### config.mk
export PLATFORM = sky130hd
export DESIGN_NAME = dab_pwm_modulator
export DESIGN_NICKNAME = d
export VERILOG_FILES = /design/src/rtl/dab_mod_pkg.sv /design/src/rtl/dab_pwm_modulator_dead_time.sv /design/src/rtl/dab_pwm_modulator.sv
export SDC_FILE = /design/constraint.sdc
export NUM_CORES = 1
export LEC_CHECK = 0
export ABC_CLOCK_PERIOD_IN_PS = 4850
export BUFFER_PORTS_ARGS = -buffer_cell sky130_fd_sc_hd__buf_2
export CAP_MARGIN = 20
export CORE_MARGIN = 5
export CORE_UTILIZATION = 56
export DETAILED_ROUTE_END_ITERATION = 6
export PLACE_DENSITY = 0.76
export SYNTH_ARGS = -nofsm -noshare
export SYNTH_HDL_FRONTEND = slang
export SYNTH_SLANG_ARGS = --single-unit
### constraint.sdc
create_clock -name clk -period 4.85 [get_ports clk]
set_clock_uncertainty 0.1 [all_clocks]
set_input_delay 0.2425 -clock clk [delete_from_list [all_inputs] [get_ports clk]]
set_output_delay 0.2425 -clock clk [all_outputs]
set_load 0.03 [all_outputs]
### src/rtl/dab_mod_pkg.sv
// -----------------------------------------------------------------------------
// dab_mod_pkg
// Shared types, constants and helpers for the DAB triple-phase-shift modulator.
// Angles are 9-bit, 512 LSB = 2*pi, and all phase arithmetic wraps mod 512.
// -----------------------------------------------------------------------------
package dab_mod_pkg;

   localparam int PHASE_W     = 9;
   localparam int HALF_PERIOD = 256;
   localparam int FULL_PERIOD = 512;

   typedef logic [PHASE_W-1:0] phase_t;

   localparam phase_t PHASE_ZERO = phase_t'(0);
   localparam phase_t PHASE_ONE  = phase_t'(1);
   localparam phase_t PHASE_MAX  = phase_t'(FULL_PERIOD - 1);

   // One complete modulation set; tau values are already clamped to 0..255.
   typedef struct packed {
      phase_t tau1;
      phase_t tau2;
      phase_t phi;
   } mod_set_t;

   // Pulse widths are meaningful only as non-negative angles.
   function automatic phase_t clamp_tau(input logic signed [PHASE_W-1:0] v);
      phase_t r;
      if (v[PHASE_W-1]) begin
         r = PHASE_ZERO;
      end else begin
         r = phase_t'(v);
      end
      return r;
   endfunction

   // A leg is high for the first half of its own (shifted) period.
   function automatic logic in_first_half(input phase_t p);
      return (p < phase_t'(HALF_PERIOD));
   endfunction

endpackage

### src/rtl/dab_pwm_modulator_dead_time.sv
// -----------------------------------------------------------------------------
// dead_time_leg
// Complementary hi/lo gate pair for one bridge leg with turn-on delay.
//   clk, rst_n : clock, asynchronous active-low reset
//   en         : 0 forces both gates off and presets the dead-time count
//   leg        : desired leg level (1 = hi switch on)
//   hi, lo     : registered gate drives, never both 1
// On a leg edge the conducting switch opens on the next clock and the opposite
// switch closes DT clocks later; an edge during the dead time restarts the count.
// -----------------------------------------------------------------------------
module dead_time_leg #(
   parameter int DT = 4
) (
   input  logic clk,
   input  logic rst_n,
   input  logic en,
   input  logic leg,
   output logic hi,
   output logic lo
);

   localparam int CNT_W = (DT < 1) ? 1 : $clog2(DT + 1);
   localparam logic [CNT_W-1:0] CNT_PRESET = CNT_W'(DT);
   localparam logic [CNT_W-1:0] CNT_ZERO   = {CNT_W{1'b0}};
   localparam logic [CNT_W-1:0] CNT_ONE    = CNT_W'(1);

   logic [CNT_W-1:0] cnt_q, cnt_d;
   logic             leg_prev_q, leg_prev_d;
   logic             hi_q, hi_d;
   logic             lo_q, lo_d;

   // Dead-time count and gate next state.
   always_comb begin
      leg_prev_d = leg;
      cnt_d      = cnt_q;
      hi_d       = 1'b0;
      lo_d       = 1'b0;
      if (!en) begin
         cnt_d = CNT_PRESET;
         hi_d  = 1'b0;
         lo_d  = 1'b0;
      end else begin
         if (leg != leg_prev_q) begin
            cnt_d = CNT_PRESET;
         end else if (cnt_q != CNT_ZERO) begin
            cnt_d = cnt_q - CNT_ONE;
         end else begin
            cnt_d = cnt_q;
         end
         // Gates close only once the count has fully expired.
         hi_d = (cnt_d == CNT_ZERO) &  leg;
         lo_d = (cnt_d == CNT_ZERO) & ~leg;
      end
   end

   // Gate and dead-time state registers.
   always_ff @(posedge clk or negedge rst_n) begin
      if (!rst_n) begin
         cnt_q      <= CNT_PRESET;
         leg_prev_q <= 1'b0;
         hi_q       <= 1'b0;
         lo_q       <= 1'b0;
      end else begin
         cnt_q      <= cnt_d;
         leg_prev_q <= leg_prev_d;
         hi_q       <= hi_d;
         lo_q       <= lo_d;
      end
   end

   assign hi = hi_q;
   assign lo = lo_q;

endmodule

### src/rtl/dab_pwm_modulator.sv
// -----------------------------------------------------------------------------
// dab_pwm_modulator
// Triple-phase-shift gate generator for the DAB primary and secondary bridges.
//   clk, rst_n        : clock, asynchronous active-low reset
//   en                : modulator enable (0 = all gates off, timebase held at 0)
//   div               : phase advances every div+1 clocks
//   tau1, tau2, phi   : signed 9-bit angles, valid when upd is high
//   upd               : 1-clk strobe loading the pending set
//   trigger           : 1-clk pulse at each period start / after en rises
//   applied           : 1-clk pulse when the pending set becomes active
//   upd_overrun       : sticky, a pending set was overwritten before use
//   g_{pa,pb,sc,sd}_{hi,lo} : gate drives for legs A, B, C, D
// New values are only ever switched in at the period wrap so each period is
// generated from one consistent set.
// -----------------------------------------------------------------------------
module dab_pwm_modulator
   import dab_mod_pkg::*;
#(
   parameter int DT    = 4,
   parameter int DIV_W = 16
) (
   input  logic                      clk,
   input  logic                      rst_n,
   input  logic                      en,
   input  logic [DIV_W-1:0]          div,
   input  logic signed [PHASE_W-1:0] tau1,
   input  logic signed [PHASE_W-1:0] tau2,
   input  logic signed [PHASE_W-1:0] phi,
   input  logic                      upd,
   output logic                      trigger,
   output logic                      applied,
   output logic                      upd_overrun,
   output logic                      g_pa_hi,
   output logic                      g_pa_lo,
   output logic                      g_pb_hi,
   output logic                      g_pb_lo,
   output logic                      g_sc_hi,
   output logic                      g_sc_lo,
   output logic                      g_sd_hi,
   output logic                      g_sd_lo
);

   localparam logic [DIV_W-1:0] DIV_ZERO = {DIV_W{1'b0}};
   localparam logic [DIV_W-1:0] DIV_ONE  = DIV_W'(1);

   logic [DIV_W-1:0] presc_q, presc_d;
   phase_t           phase_q, phase_d;
   logic             en_q, en_d;
   logic             trigger_q, trigger_d;
   logic             applied_q, applied_d;
   logic             overrun_q, overrun_d;
   logic             pend_vld_q, pend_vld_d;
   mod_set_t         act_q, act_d;
   mod_set_t         pend_q, pend_d;
   logic [3:0]       leg_q, leg_d;

   logic             tick_s;
   logic             wrap_s;
   phase_t           diff_b_s, diff_c_s, diff_d_s;
   logic [3:0]       gate_hi_s, gate_lo_s;

   // Timebase events; >= keeps a shrinking div from running the prescaler away.
   always_comb begin
      tick_s = en & (presc_q >= div);
      wrap_s = tick_s & (phase_q == PHASE_MAX);
   end

   // Prescaler and phase counter next state.
   always_comb begin
      presc_d = presc_q;
      phase_d = phase_q;
      if (!en) begin
         presc_d = DIV_ZERO;
         phase_d = PHASE_ZERO;
      end else if (tick_s) begin
         presc_d = DIV_ZERO;
         phase_d = phase_q + PHASE_ONE;
      end else begin
         presc_d = presc_q + DIV_ONE;
         phase_d = phase_q;
      end
   end

   // Pending/active handshake; an upd on the wrap cycle queues behind the applied set.
   always_comb begin
      pend_d     = pend_q;
      pend_vld_d = pend_vld_q;
      act_d      = act_q;
      applied_d  = 1'b0;
      overrun_d  = overrun_q;
      if (wrap_s && pend_vld_q) begin
         act_d      = pend_q;
         applied_d  = 1'b1;
         pend_vld_d = 1'b0;
      end else begin
         act_d      = act_q;
         applied_d  = 1'b0;
      end
      if (upd) begin
         pend_d.tau1 = clamp_tau(tau1);
         pend_d.tau2 = clamp_tau(tau2);
         pend_d.phi  = phase_t'(phi);
         pend_vld_d  = 1'b1;
         if (pend_vld_q && !wrap_s) begin
            overrun_d = 1'b1;
         end else begin
            overrun_d = overrun_q;
         end
      end else begin
         pend_d = pend_q;
      end
   end

   // Period trigger: wrap to phase 0, or first cycle after enable.
   always_comb begin
      en_d      = en;
      trigger_d = wrap_s | (en & ~en_q);
   end

   // Raw leg levels from the active set (all differences wrap mod 512).
   always_comb begin
      diff_b_s = phase_q - act_q.tau1;
      diff_c_s = phase_q - act_q.phi;
      diff_d_s = diff_c_s - act_q.tau2;
      leg_d    = {in_first_half(diff_d_s), in_first_half(diff_c_s),
                  in_first_half(diff_b_s), in_first_half(phase_q)};
   end

   // Timebase, handshake and leg registers.
   always_ff @(posedge clk or negedge rst_n) begin
      if (!rst_n) begin
         presc_q    <= DIV_ZERO;
         phase_q    <= PHASE_ZERO;
         en_q       <= 1'b0;
         trigger_q  <= 1'b0;
         applied_q  <= 1'b0;
         overrun_q  <= 1'b0;
         pend_vld_q <= 1'b0;
         act_q      <= {PHASE_ZERO, PHASE_ZERO, PHASE_ZERO};
         pend_q     <= {PHASE_ZERO, PHASE_ZERO, PHASE_ZERO};
         leg_q      <= 4'b0000;
      end else begin
         presc_q    <= presc_d;
         phase_q    <= phase_d;
         en_q       <= en_d;
         trigger_q  <= trigger_d;
         applied_q  <= applied_d;
         overrun_q  <= overrun_d;
         pend_vld_q <= pend_vld_d;
         act_q      <= act_d;
         pend_q     <= pend_d;
         leg_q      <= leg_d;
      end
   end

   // Legs 0..3 are A, B, C, D.
   for (genvar i = 0; i < 4; i++) begin : g_leg
      dead_time_leg #(
         .DT (DT)
      ) u_dead_time (
         .clk   (clk),
         .rst_n (rst_n),
         .en    (en),
         .leg   (leg_q[i]),
         .hi    (gate_hi_s[i]),
         .lo    (gate_lo_s[i])
      );
   end

   assign trigger     = trigger_q;
   assign applied     = applied_q;
   assign upd_overrun = overrun_q;
   assign g_pa_hi     = gate_hi_s[0];
   assign g_pa_lo     = gate_lo_s[0];
   assign g_pb_hi     = gate_hi_s[1];
   assign g_pb_lo     = gate_lo_s[1];
   assign g_sc_hi     = gate_hi_s[2];
   assign g_sc_lo     = gate_lo_s[2];
   assign g_sd_hi     = gate_hi_s[3];
   assign g_sd_lo     = gate_lo_s[3];

endmodule
-- Word level (Yosys, flattened, before mapping)
Cells that the tools add are included.
- add/subtract/negate cells: 9
- magnitude comparators: 5
- equal/unequal tests: 6
- multiplexer cells: 33
- bitwise logic cells: 17
- reductions and logical operators: 13
- operators by type and width (cell ; number):
    3-bit two-way mux ; 16
    9-bit less-than comparator (second input constant) ; 4
    16-bit two-way mux ; 2
    9-bit subtractor ; 3
    9-bit two-way mux ; 2
    16-bit by 1-bit adder with 16-bit output (second input constant) ; 1
    16-bit greater-or-equal comparator ; 1
    8-bit two-way mux ; 2
    3-bit logical NOT ; 4
    3-bit nonzero test ; 4
    3-bit by 1-bit subtractor with 3-bit output (second input constant) ; 4
    1-bit bitwise AND ; 11
    1-bit two-way mux ; 11
    9-bit by 1-bit adder with 9-bit output (second input constant) ; 1
    9-bit == test (second input constant) ; 1
    1-bit inverter ; 5
    1-bit inequality test ; 4
    1-bit logical AND ; 2
    2-bit by 1-bit inequality test with 1-bit output (second input constant) ; 1
    2-bit AND reduction ; 1
    2-bit nonzero test ; 1
    1-bit logical NOT ; 1
    1-bit OR ; 1
- register bits: 112
- output and inout bits: 11
- logic and storage cells: 113

-- Logic depth before layout (Yosys ltp)
- depth after elaboration: 7
- gate-level depth with buffers: 13
- mapped depth without buffers: 13

-- Cells and area by module
Synthesis repeated with hierarchy kept, for this count alone.
- cell total of the unflattened synthesis: 529
- area total of the unflattened synthesis: 5753.0 µm²
- modules (own cells, without submodules) (module ; times used ; cells an instance ; area each (µm²)):
    dab_pwm_modulator ; 1 ; 425 ; 4541.9
    dead_time_leg ; 4 ; 26 ; 302.8

-- Least setup slack after synthesis
No wires, ideal clock.
- path kind: reg2reg
- start point: register phase_q[0]
- end point: register leg_q[3]
- setup time: 0.127 ns
- arrival time: 2.553 ns
- required time: 4.623 ns
- setup slack: 2.070 ns
- stages on the path, launching flop included: 12
- buffers on the path: 0
- period minus slack after synthesis: 2.780 ns
- cells stage by stage: dfrtp_1 > inv_1 > ha_1 > fa_1 > o21ai_0 > a21oi_1 > xnor2_1 > ha_1 > a21o_1 > a2111oi_0 > o21bai_1 > xnor2_1
- longest elaborated chain between the ends: 3
- RTL lines (what ; RTL line ; RTL):
    start, declared ; dab_pwm_modulator.sv:47 ; phase_t phase_q, phase_d;
    start signal, assigned ; dab_pwm_modulator.sv:144 ; phase_q <= phase_d;
    9-bit subtractor ; dab_pwm_modulator.sv:123 ; diff_c_s = phase_q - act_q.phi;
    9-bit subtractor ; dab_pwm_modulator.sv:124 ; diff_d_s = diff_c_s - act_q.tau2;
    9-bit less-than comparator ; dab_mod_pkg.sv:38 ; return (p < phase_t'(HALF_PERIOD));
    via leg_d[3] ; dab_pwm_modulator.sv:55 ; logic [3:0] leg_q, leg_d;
    end signal, assigned ; dab_pwm_modulator.sv:152 ; leg_q <= leg_d;
    end, declared ; dab_pwm_modulator.sv:55 ;
The timed path passes the listed nets, and every way through them passes these cells.
A chain may end at the register's enable or synchronous reset.

-- Worst setup path after layout
Same ends and word-level chain as after synthesis.

==> run metrics <==
Final Hold Vio Count=0; # rows=36; final wirelength=9.938 mm; Synth Instances=533; clock sink total=108; most common cell in the netlist=dfrtp_1; final setup fails=0; Post-Synth Adder-Cell Area=12.15%; Core Box Area=0.009774 mm^2; Worst-Margin Slew=0.7239 ns; post_cts resized=0; Syn-to-layout area delta=13.84%; CTS clk-pin slew, worst paths=0.10 ns; sequential fraction of the synthesis area=48.15%; PwrDens=306.0 mW/mm^2; list of most frequent post-synthesis cells=dfrtp_1 (104), inv_1 (83), ha_1 (53), nor2_1 (40), o21ai_0 (28); via/cell ratio=5.157; outcome=completed; Synth Area per Inst=10.55 um^2; die width=110.2 um; max_slew headroom=51.74%; period utilisation layout=66.13%; layout cells sized above 1=16.61%; CP endpoint kind=flop; CTS root buffer=clkbuf_8; die area=0.01215 mm^2; VDD IR-drop max=0.0002450 V; met3 wire length=433 um; Synth Flop Type=dfrtp_1; Max Freq=311.8 MHz; ys async rst share=100.0%; total number of vias=3852; first-pass GRT wire length=17.35 mm; P_leak=3.401 nW; GRT overflow=0; RSZ-0062 raised after global routing=no; PortBufs=57; Yosys top cell by area=dfrtp_1; simple-gate share of the synthesized area=11.62%; global-route usage over all layers=18.19%; Max clock buf depth=2; Ys Warns=0; placed instance count=714; Antenna Cells=0; setup TNS=0 ns; die height=110.2 um; highest metal used=met4; WS Path Type=flop to flop; met2 WL post-DR=4.957 mm; met1 wire length=4.378 mm; post-synthesis register bit count=108; Routability Congestion=0.7920; CP Data Arrival Time=3.36 ns; worst-path cell chain=inv_1 > ha_1 > fa_1 > o21ai_0 > a21oi_1 > xnor2_1 > ha_1 > a21o_1 > a2111oi_0 > o21bai_1 > xnor2_1; I/O pin count=58; Syn Nets=634; CP Launch Type=flop; routed len/inst=13.30 um; fill cell count=781; Non-Filler Instances=747; initial antenna violation count=0; post-synthesis mux area share=6.831%; CP required=5.01 ns; cts hold-fix bufs=18; synth top area cells=dfrtp_1 (46%), ha_1 (12%), inv_1 (5.5%); Initial DRC Count=151; Pins Over Slew Limit=0; post-layout util=65.49%; max cap viols=0; number of synthesized flops with an enable pin=0; flip-flop and latch area=0.002708 mm^2; Synth Area in Compound Gates=9.012%; Pwr Total=1.959 mW; 1st-pass router iterations=4; clk_lat worst skew=0.36 ns; TritonCTS clock tree=built; multi-input logic area=0.002521 mm^2; H-Tree Depth=3; Synth top area share=46.28%; largest net degree at the start of global routing=60; # DRC=0; detailed placement HPWL=7.309 mm; post-synthesis cell area=0.005623 mm^2; min-delay worst type=input pin to flop; Crit path largest cell delay=0.50 ns; CTS Buf Count=9; vias in the first global route=3911; largest family of logic cells by synthesized area=adder cells; antenna-violating nets left=0; final net count=711; post-CTS setup buffer count=0; min cycle time layout=3.207 ns; Synth cell types=47; initial core utilization=57.53%; XOR/XNOR Fraction of Synth Area=5.140%; slowest stage cell, crit path=a2111oi_0; Worst Path Max Fanout=6
==> critical path: cells and delay by family, from the launching register on <==
family	cells	cell delay (ns)
xor+xnor	2	0.34
buf+inv	1	0.10
compound gates	5	1.21
flops	1	0.45
fa+ha+maj	3	0.91
==> flip-flops by register name (all words and copies together) (netlist names) <==
register / count
act_q: 25
g_leg.u_dead_time.hi: 4
leg_q: 4
presc_q: 16
upd_overrun: 1
trigger: 1
g_leg.u_dead_time.leg_prev_q: 4
en_q: 1
phase_q: 9
pend_q: 25
g_leg.u_dead_time.lo: 4
g_leg.u_dead_time.cnt_q: 12
applied: 1
pend_vld_q: 1
==> kinds of logic after synthesis <==
family / Yosys count
mux: 36
xor+xnor: 33
flops: 108
fa+ha+maj: 54
buf+inv: 96
compound gates: 82
simple gates: 124
==> placed cells by master, fill, tap and decap left out, types with 5 or more instances in the layout <==
| cell type | count |
|---|---|
| xor2_1 | 15 |
| nand3b_1 | 17 |
| ha_1 | 53 |
| o21ai_0 | 28 |
| or3_1 | 6 |
| xnor2_1 | 18 |
| clkbuf_8 | 10 |
| mux2i_1 | 17 |
| a21oi_1 | 26 |
| mux2_2 | 15 |
| and3_1 | 10 |
| buf_2 | 56 |
| dfrtp_1 | 104 |
| nand2_1 | 16 |
| a211oi_1 | 5 |
| dlygate4sd3_1 | 18 |
| inv_1 | 83 |
| nor2_1 | 40 |
| nand3_1 | 11 |
| a21o_1 | 5 |
| nor3_1 | 6 |
==> power breakdown <==
part | total [mW] | internal [mW] | switching, mW
sequential | 1.02 | 0.978 | 0.0423
clock | 0.551 | 0.252 | 0.299
combinational | 0.388 | 0.163 | 0.225
total | 1.96 | 1.39 | 0.566
==> final cells by class <==
class | instances | area share, %
sequential | 108 | 42.30
timing repair buffer | 78 | 7.662
multi-input combinational | 329 | 39.39
clock inverter | 5 | 0.9773
clock buffer | 10 | 2.150
inverter | 84 | 4.926
tap | 133 | 2.600
==> per-layer routing <==
metal | track usage, % | vias up
li1 | - | 1920
met1 | 22.35 | 1851
met2 | 31.63 | 70
met3 | 4.776 | 11
met4 | 5.189 | 0
met5 | 0 | -
==> stage by stage <==
| stage | hold WS (ns) | worst slack, ns | instance area [um^2] |
|---|---|---|---|
| 4_1_cts | 0.001866 | 1.652 | 6401 |
| 2_1_floorplan | -0.1531 | 2.070 | 5623 |
| 3_3_place_gp | 0.2458 | 1.863 | 6021 |
| 5_1_grt | 0.01569 | 1.534 | 6401 |
| 6_report | 0.009044 | 1.643 | 6401 |
| 3_5_place_dp | 0.2542 | 1.666 | 6021 |
==> final timing paths <==
kind | from | endpoint | slack [ns] | cells past startpoint
min | tau2[5] | pend_q[14] | 0.009 | 3
max reg2reg | phase_q[0] | leg_q[3] | 1.64 | 11
max | phase_q[0] | leg_q[3] | 1.64 | 11
min in group asynchronous | rst_n | pend_q[19] | 0.37 | 2
min reg2reg | en_q | trigger | 0.34 | 1
max in group asynchronous | rst_n | g_leg[1].u_dead_time.hi | 3.18 | 3
No activity file was read; power rests on OpenSTA's default activity.
